File: config.mk
export PLATFORM = sky130hd
export DESIGN_NAME = adc_pipe_sequencer
export DESIGN_NICKNAME = d
export VERILOG_FILES = /design/src/rtl/adc_pipe_pkg.sv /design/src/rtl/adc_pipe_seq_fifo.sv /design/src/rtl/adc_pipe_sequencer.sv
export SDC_FILE = /design/constraint.sdc
export NUM_CORES = 1
export LEC_CHECK = 0
export ABC_CLOCK_PERIOD_IN_PS = 1800
export BUFFER_PORTS_ARGS = -buffer_cell sky130_fd_sc_hd__buf_2
export CORE_ASPECT_RATIO = 0.9
export CORE_UTILIZATION = 52
export DETAILED_ROUTE_END_ITERATION = 8
export PLACE_DENSITY = 0.87
export SLEW_MARGIN = 20
export SYNTH_ARGS = -nofsm -noshare
export SYNTH_HDL_FRONTEND = slang
export SYNTH_SLANG_ARGS = --single-unit
File: constraint.sdc
create_clock -name clock_i -period 1.8 [get_ports clock_i]
set_input_delay 0 -clock clock_i [delete_from_list [all_inputs] [get_ports clock_i]]
set_output_delay 0 -clock clock_i [all_outputs]
set_load 0.005 [all_outputs]
File: src/rtl/adc_pipe_pkg.sv
// Shared types and constants for the pipelined-ADC control sequencer.
// The phase helpers define where the non-overlapping sample/amplify windows sit in a period.
package adc_pipe_pkg;

    localparam int CODE_W     = 3;
    localparam int PERIOD_DEF = 8;
    localparam int LAT_DEF    = 3;

    typedef enum logic [1:0] {
        ST_IDLE   = 2'd0,
        ST_WARMUP = 2'd1,
        ST_RUN    = 2'd2,
        ST_DRAIN  = 2'd3
    } seq_state_t;

    // cnt 0 and cnt period/2 are the non-overlap gaps between the two phases
    function automatic logic phi1_active(input int cnt, input int period);
        return (cnt >= 1) && (cnt < period / 2);
    endfunction

    function automatic logic phi2_active(input int cnt, input int period);
        return (cnt >= period / 2 + 1) && (cnt < period);
    endfunction

endpackage

File: src/rtl/adc_pipe_seq_fifo.sv
// Two-entry show-ahead FIFO for encoder codes; a pop frees its slot for a push in the same cycle.
module adc_pipe_seq_fifo
    import adc_pipe_pkg::*;
(
    input  logic              clock_i,
    input  logic              reset_i,
    input  logic              push_i,
    input  logic              pop_i,
    input  logic [CODE_W-1:0] data_i,
    output logic [CODE_W-1:0] data_o,
    output logic              full_o,
    output logic              empty_o
);

    logic [CODE_W-1:0] mem_q [2];
    logic              rd_q;
    logic              wr_q;
    logic [1:0]        cnt_q;
    logic [1:0]        cnt_d;
    logic              pop_ok;
    logic              push_ok;

    assign pop_ok  = pop_i && (cnt_q != 2'd0);
    assign push_ok = push_i && ((cnt_q != 2'd2) || pop_ok);

    always_comb begin
        cnt_d = cnt_q;
        case ({push_ok, pop_ok})
            2'b10:   cnt_d = cnt_q + 2'd1;
            2'b01:   cnt_d = cnt_q - 2'd1;
            default: cnt_d = cnt_q;
        endcase
    end

    always_ff @(posedge clock_i) begin
        if (!reset_i) begin
            mem_q[0] <= '0;
            mem_q[1] <= '0;
            rd_q     <= 1'b0;
            wr_q     <= 1'b0;
            cnt_q    <= 2'd0;
        end else begin
            if (push_ok) begin
                mem_q[wr_q] <= data_i;
                wr_q        <= ~wr_q;
            end
            if (pop_ok) begin
                rd_q <= ~rd_q;
            end
            cnt_q <= cnt_d;
        end
    end

    assign data_o  = mem_q[rd_q];
    assign full_o  = (cnt_q == 2'd2);
    assign empty_o = (cnt_q == 2'd0);

endmodule

File: src/rtl/adc_pipe_sequencer.sv
// Sequencer for the 3-stage 1.5-bit pipelined ADC: phase generation, fill-latency skip,
// burst counting and valid/ready delivery of aligned codes.
//   state  | meaning
//   IDLE   | phases off, waiting for start
//   WARMUP | phases running, discarding LAT conversions of pipeline fill
//   RUN    | phases running, one code captured per period at cnt 0
//   DRAIN  | phases off, waiting for consumer to empty the FIFO
module adc_pipe_sequencer
    import adc_pipe_pkg::*;
#(
    parameter int PERIOD  = PERIOD_DEF,
    parameter int LAT     = LAT_DEF,
    parameter int BURST_W = 8
) (
    input  logic               clock_i,
    input  logic               reset_i,
    input  logic               start_i,
    input  logic               stop_i,
    input  logic [BURST_W-1:0] burst_len_i,
    input  logic [CODE_W-1:0]  code_i,
    input  logic               ready_i,
    output logic               phi1_o,
    output logic               phi2_o,
    output logic               enc_en_o,
    output logic [CODE_W-1:0]  code_o,
    output logic               valid_o,
    output logic               busy_o,
    output logic               done_o,
    output logic               overflow_o
);

    if (PERIOD < 4 || (PERIOD % 2) != 0) begin : g_bad_period
        $error("adc_pipe_sequencer: PERIOD must be even and at least 4");
    end
    if (LAT < 1) begin : g_bad_lat
        $error("adc_pipe_sequencer: LAT must be at least 1");
    end

    localparam int CNT_W  = $clog2(PERIOD);
    localparam int TICK_W = (LAT > 1) ? $clog2(LAT) : 1;

    seq_state_t         state_q, state_d;
    logic [CNT_W-1:0]   cnt_q, cnt_d;
    logic [TICK_W-1:0]  tick_q, tick_d;
    logic [BURST_W-1:0] cap_cnt_q, cap_cnt_d;
    logic [BURST_W-1:0] burst_q, burst_d;
    logic               stop_req_q, stop_req_d;
    logic               ovf_q, ovf_d;
    logic               done_q, done_d;

    logic               running;
    logic               last;
    logic               push;
    logic               pop;
    logic               fifo_full;
    logic               fifo_empty;

    assign running = (state_q == ST_WARMUP) || (state_q == ST_RUN);
    assign last    = (cnt_q == CNT_W'(PERIOD - 1));
    assign pop     = valid_o && ready_i;

    always_comb begin
        state_d    = state_q;
        cnt_d      = cnt_q;
        tick_d     = tick_q;
        cap_cnt_d  = cap_cnt_q;
        burst_d    = burst_q;
        stop_req_d = stop_req_q;
        ovf_d      = ovf_q;
        done_d     = 1'b0;
        push       = 1'b0;

        case (state_q)
            ST_IDLE: begin
                cnt_d = '0;
                if (start_i && !stop_i) begin
                    state_d    = ST_WARMUP;
                    burst_d    = burst_len_i;
                    tick_d     = '0;
                    cap_cnt_d  = '0;
                    ovf_d      = 1'b0;
                    stop_req_d = 1'b0;
                end
            end
            ST_WARMUP: begin
                cnt_d = last ? '0 : cnt_q + 1'b1;
                if (stop_i) begin
                    state_d = ST_IDLE;
                    done_d  = 1'b1;
                    cnt_d   = '0;
                end else if (last) begin
                    if (tick_q == TICK_W'(LAT - 1)) begin
                        state_d = ST_RUN;
                    end else begin
                        tick_d = tick_q + 1'b1;
                    end
                end
            end
            ST_RUN: begin
                cnt_d = last ? '0 : cnt_q + 1'b1;
                if (stop_i) begin
                    stop_req_d = 1'b1;
                end
                // code_i is stable from the encoder one cycle after its capture enable
                if (cnt_q == '0) begin
                    push      = 1'b1;
                    cap_cnt_d = cap_cnt_q + 1'b1;
                    if (fifo_full && !pop) begin
                        ovf_d = 1'b1;
                    end
                    if (((burst_q != '0) && (cap_cnt_d == burst_q)) || stop_req_q || stop_i) begin
                        state_d = ST_DRAIN;
                        cnt_d   = '0;
                    end
                end
            end
            ST_DRAIN: begin
                cnt_d = '0;
                if (fifo_empty) begin
                    state_d = ST_IDLE;
                    done_d  = 1'b1;
                end
            end
            default: begin
                state_d = ST_IDLE;
                cnt_d   = '0;
            end
        endcase
    end

    always_ff @(posedge clock_i) begin
        if (!reset_i) begin
            state_q    <= ST_IDLE;
            cnt_q      <= '0;
            tick_q     <= '0;
            cap_cnt_q  <= '0;
            burst_q    <= '0;
            stop_req_q <= 1'b0;
            ovf_q      <= 1'b0;
            done_q     <= 1'b0;
        end else begin
            state_q    <= state_d;
            cnt_q      <= cnt_d;
            tick_q     <= tick_d;
            cap_cnt_q  <= cap_cnt_d;
            burst_q    <= burst_d;
            stop_req_q <= stop_req_d;
            ovf_q      <= ovf_d;
            done_q     <= done_d;
        end
    end

    adc_pipe_seq_fifo u_fifo (
        .clock_i (clock_i),
        .reset_i (reset_i),
        .push_i  (push),
        .pop_i   (pop),
        .data_i  (code_i),
        .data_o  (code_o),
        .full_o  (fifo_full),
        .empty_o (fifo_empty)
    );

    assign phi1_o     = running && phi1_active(32'(cnt_q), PERIOD);
    assign phi2_o     = running && phi2_active(32'(cnt_q), PERIOD);
    assign enc_en_o   = running && last;
    assign valid_o    = !fifo_empty;
    assign busy_o     = (state_q != ST_IDLE);
    assign done_o     = done_q;
    assign overflow_o = ovf_q;

endmodule
# == After elaboration in Yosys (flattened, before gate mapping) ==
# Memories as Yosys holds them, arrays and structs flattened. A register that Yosys moved wholly into a read port is not among the register bits.
# Index checks and enable logic that the tools add are counted.
# totals
regBits,30
ramBits,6
inputBits,16
elab_cells,119
mem_count,1
# mem_list
memory,words,width,rd,rd_clocked_by_memory_dff,wr,line,rtl
u_fifo.mem_q,2,3,1,1,2,adc_pipe_seq_fifo.sv:15,logic [CODE_W-1:0] mem_q [2];
# classes
addsub,5
magnitude_cmp,3
eq_ne,21
muxes,42
bitwise,2
n_reduce_logical,34
# op_table
operator,n
two-way mux 2 bit,11
two-way mux 1 bit,16
two-way mux 8 bit,2
case mux 8 bit (2 select lines),1
two-way mux 3 bit,5
"!= test 2 bit, second input constant",7
"== test 2 bit, second input constant",5
logical AND 1 bit,10
nonzero test 2 bit,5
case mux 3 bit (3 select lines),1
"adder 8 x 1 -> 8 bit, second input constant",1
== test 8 bit,1
case mux 2 bit (2 select lines),2
case mux 2 bit (4 select lines),1
nonzero test 8 bit,1
"!= test 2 x 1 -> 1 bit, second input constant",3
case mux 1 bit (2 select lines),3
AND reduction 3 bit,2
AND reduction 6 bit,1
AND reduction 5 bit,1
"adder 2 x 1 -> 2 bit, second input constant",2
"== test 2 x 1 -> 1 bit, second input constant",2
logical NOT 2 bit,2
logical OR 1 bit,4
15 further kinds,18

# == Depth between registers and ports, before layout ==
# logic_depth
depth_word,11
mapped_depth,9

# == By module ==
# Synthesis repeated with hierarchy kept, for this count alone.
# unflattened
hier_cells,244
area_unflattened_um2,2152.1
# by_module_without_submodules
module,instances,cells_each,area_per_inst_um2,seq_area_each_um2
adc_pipe_sequencer,1,195,1632.8,520.5
adc_pipe_seq_fifo,1,49,519.2,280.3

# == Worst setup path after synthesis ==
# No wires, ideal clock.
# synth_timing
path_kind,register to register
startpoint,reg cnt_q[0]
endpoint,reg cnt_q[0]
arrival_time_ns,1.825
t_required_ns,1.697
setup_slack_ns,-0.128
path_stages_with_launch,9
path_cell_list,dfxtp_1 -> inv_1 -> ha_1 -> nand2b_1 -> o21ai_0 -> a41o_1 -> o31ai_2 -> o21bai_2 -> a2111oi_2
# synth_via
elab_chain_cells,5
word_cells_on_any_way,8
classes_between,add/sub (1); eq/ne (1); mux (5); reduce/logical (1)
# synth_rtl
element,line,rtl
"start, declared",adc_pipe_sequencer.sv:43,"logic [CNT_W-1:0] cnt_q, cnt_d;"
"start signal, assigned",adc_pipe_sequencer.sv:143,cnt_q <= cnt_d;
adder 3 x 1 -> 3 bit / == test 3 bit (equally long branches),"adc_pipe_sequencer.sv:86, adc_pipe_sequencer.sv:100, adc_pipe_sequencer.sv:59",
two-way mux 3 bit,"adc_pipe_sequencer.sv:86, adc_pipe_sequencer.sv:100",
two-way mux 3 bit,adc_pipe_sequencer.sv:111,if (((burst_q != '0) && (cap_cnt_d == burst_q)) || stop_req_q || stop_i) begin
two-way mux 3 bit,adc_pipe_sequencer.sv:105,if (cnt_q == '0) begin
case mux 3 bit (3 select lines) *,adc_pipe_sequencer.sv:73,case (state_q)
# Every way passes the cells marked *; elsewhere a longest branch is shown, timed or not.
# A chain may end at the register's enable or synchronous reset.

==> flow_summary.json <==
{
  "crit_arrival_ns": 2.16,
  "synth_flop_cell": "dfxtp_1",
  "power_density_nw_per_um2": 709.8,
  "synth_mux_area_share_pct": 6.564,
  "async_flop_share_pct": 0,
  "clkTransAtPathRegs_ns": 0.08,
  "dr.first_iter.drc_count": 155,
  "worstHoldStart": "code_i[1]",
  "finalInstanceArea_sq_um": 2988,
  "num-nets-final": 329,
  "cts_max_path_buffers": 2,
  "detail-route-antenna-nets": 0,
  "cp_slowest_cell": "dfxtp_4",
  "clk_latency_ns": 0.31,
  "pin_count": 26,
  "p_leak_nw": 1.274,
  "maxCapViolations": 0,
  "grt_pass1_wl_mm": 9.342,
  "layout-drive-gt1-share_pct": 41.58,
  "cp_data_required_time_ns": 2.02,
  "slew_headroom_pct": 69.34,
  "max_stage_delay_ns": 0.40,
  "path_buf_inv": 1,
  "wl_mm": 6.276,
  "max_freq_mhz": 516.0,
  "ctsHtreeMaxLevel": 2,
  "path_cells": "nand4_1 > or3_4 > a211oi_4 > buf_4 > o31ai_4 > nor4_4 > mux2i_1",
  "run_status": "complete, but fails checks",
  "synth_area_leader_cell": "dfxtp_1",
  "initial_utilization_pct": 54.66,
  "drc": 0,
  "stdcell_count": 349,
  "die_area_sq_um": 4177,
  "setup.worst_path.start_class": "flop",
  "mostFrequentLayoutCell": "buf_4",
  "dieWidth_microns": 68.02,
  "synth_top_family_by_area": "simple AND/OR/NAND/NOR gates",
  "vias_per_cell": 5.762,
  "worst_pin_slew_ns": 0.4583,
  "synth-simple-area-share_pct": 21.17,
  "synthesis.nets": 255,
  "numCtsBuffers": 5,
  "dpl.cell_count": 325,
  "coreArea_sq_um": 3731,
  "seq_area_sq_um": 835.8,
  "cts_tree": "built",
  "worstSetupStartpoint": "cap_cnt_q[2]",
  "dpl.hpwl_mm": 3.616,
  "grt_setup_unrepaired": "true",
  "routedWlPerCell_microns": 17.98,
  "failed_checks": "setup timing",
  "hp-class": "in2reg",
  "synth_xor_area_share_pct": 5.153,
  "antenna_found_initial": 0,
  "yosysSeqAreaShare_pct": 39.26,
  "worst_setup_path_end_kind": "flop",
  "synth_warnings": 0,
  "netlist.area_leader.share_pct": 30.43,
  "yosysUniqueCellTypes": 49,
  "finalHoldViolations": 0,
  "dr.pass1.iters": 5,
  "timing.final.ws_setup_ns": -0.1381,
  "drv_slew": 0,
  "syn_inst": 228,
  "final_cell_mix": "buf_4, nor2_1, buf_2, dfxtp_1, a21oi_1",
  "die_h_microns": 61.41,
  "path_class": "reg2reg",
  "vias": 2011,
  "r2r_start": "cap_cnt_q[2]",
  "vdd_drop_max_mv": 0.6912,
  "areaGrowthSynthToFinish_pct": 46.50,
  "syn_area_sq_um": 2039,
  "grt_max_degree": 21,
  "avgSynthCellArea_sq_um": 8.945,
  "overflow": 0,
  "skew_ns": 0.008420,
  "clock_sinks": 37,
  "grt.total_usage_pct": 31.98,
  "port_buffers": 25,
  "postPlaceCellArea_sq_um": 2466,
  "synth_enable_flop_cells": 6,
  "cp_max_fo": 7,
  "fill_cells": 206,
  "power_w": 0.002121,
  "fin_crit_ns": 1.938,
  "multi_input_area_sq_um": 1384,
  "grt_pass1_vias": 1967,
  "place_congestion": 0.9465,
  "synth_compound_area_share_pct": 17.06,
  "finalSetupViolCount": 5,
  "ys_ff_latch": 37,
  "antenna_cells": 0,
  "cpLargestDelayFamily": "simple AND/OR/NAND/NOR gates",
  "num_rows": 21,
  "synth_area_leaders": "dfxtp_1, edfxtp_1, ha_1",
  "cts_root_buf": "clkbuf_8",
  "period_share_pct": 107.7,
  "synthAdderAreaFrac_pct": 6.748
}
metal layers:
metal / up-vias / part of all wire (%) / GRT usage [%]
met5: - / 0 / 0
met4: 0 / 4.8 / 22.92
met1: 924 / 39 / 36.57
met2: 104 / 48 / 53.78
met3: 30 / 8.2 / 6.111
li1: 953 / - / -
power breakdown:
part	leakage [nW]	switching [W]	internal [W]
Sequential	0.321	0.0000273	0.000858
Combinational	0.884	0.000190	0.000179
Clock	0.0681	0.000315	0.000550
what timing repair did:
action / in CTS / in global routing
endpoints found under the hold margin: 10 / 0
endpoints found under the setup margin: 7 / 15
hold buffers: 10 / 0
pin swaps: 12 / 9
gates resized for setup: 37 / 19
setup buffers: 2 / 4
worst register-to-register path, cell delays in order (launching register included):
cell      delay (ns)
dfxtp_4         0.40
nand4_1         0.18
or3_4           0.38
a211oi_4        0.22
buf_4           0.15
o31ai_4         0.10
nor4_4          0.19
mux2i_1         0.23
Yosys cell counts (3+ instances only):
library cell / count
edfxtp_1: 6
nand2_1: 10
xnor2_1: 6
mux2i_1: 10
and3_1: 5
buf_2: 3
ha_1: 11
a21oi_1: 15
a211oi_1: 3
o21ai_0: 11
xor2_1: 6
and2_1: 5
nor2b_1: 4
clkbuf_1: 5
inv_1: 12
nand3_1: 4
nor2_1: 34
mux2_2: 3
nand2b_1: 4
nand3b_1: 3
dfxtp_1: 31
or3_1: 5
cells by family after synthesis:
family / count (synthesis)
xor+xnor: 12
fa+ha+maj: 11
flops: 37
compound gates: 50
simple gates: 84
mux: 13
buf+inv: 21
flip-flops by register name (all words and copies together), names as in the netlist, 2 cells and up, named ones only:
register,cells
cap_cnt_q,8
tick_q,2
u_fifo.mem_q,6
u_fifo.cnt_q,2
burst_q,8
cnt_q,3
path summary, 6_finish.rpt:
check / endpoint / slack (ns) / depth (start not counted)
max: flop / -0.14 / 7
min: u_fifo.mem_q[1][1] / 0.002 / 2
max reg2reg: flop / -0.14 / 7
min reg2reg: cap_cnt_q[7] / 0.48 / 1
cell type report:
| class | count | area share, % |
|---|---|---|
| inverters | 13 | 1.717 |
| multi-input cells | 170 | 46.31 |
| well taps | 46 | 1.926 |
| repair buffers | 75 | 17.59 |
| clock buffers | 5 | 2.303 |
| flip-flops and latches | 37 | 27.97 |
| clock inverters | 3 | 2.178 |
metrics by stage:
step / hold WS (ns) / TNS [ns] / worst slack, ns / util, %
5_1_grt: 0.02963 / -0.9028 / -0.1937 / 80.08
3_3_place_gp: 0.2318 / -0.02026 / -0.01218 / 66.10
3_5_place_dp: 0.2346 / -0.2724 / -0.07594 / 66.10
2_1_floorplan: 0.1439 / 0 / 0.03400 / -
6_report: 0.001951 / -0.6007 / -0.1381 / 80.08
4_1_cts: 0.005650 / -0.08704 / -0.05105 / 76.93
Note: power is estimated with default switching activity, not from simulation.
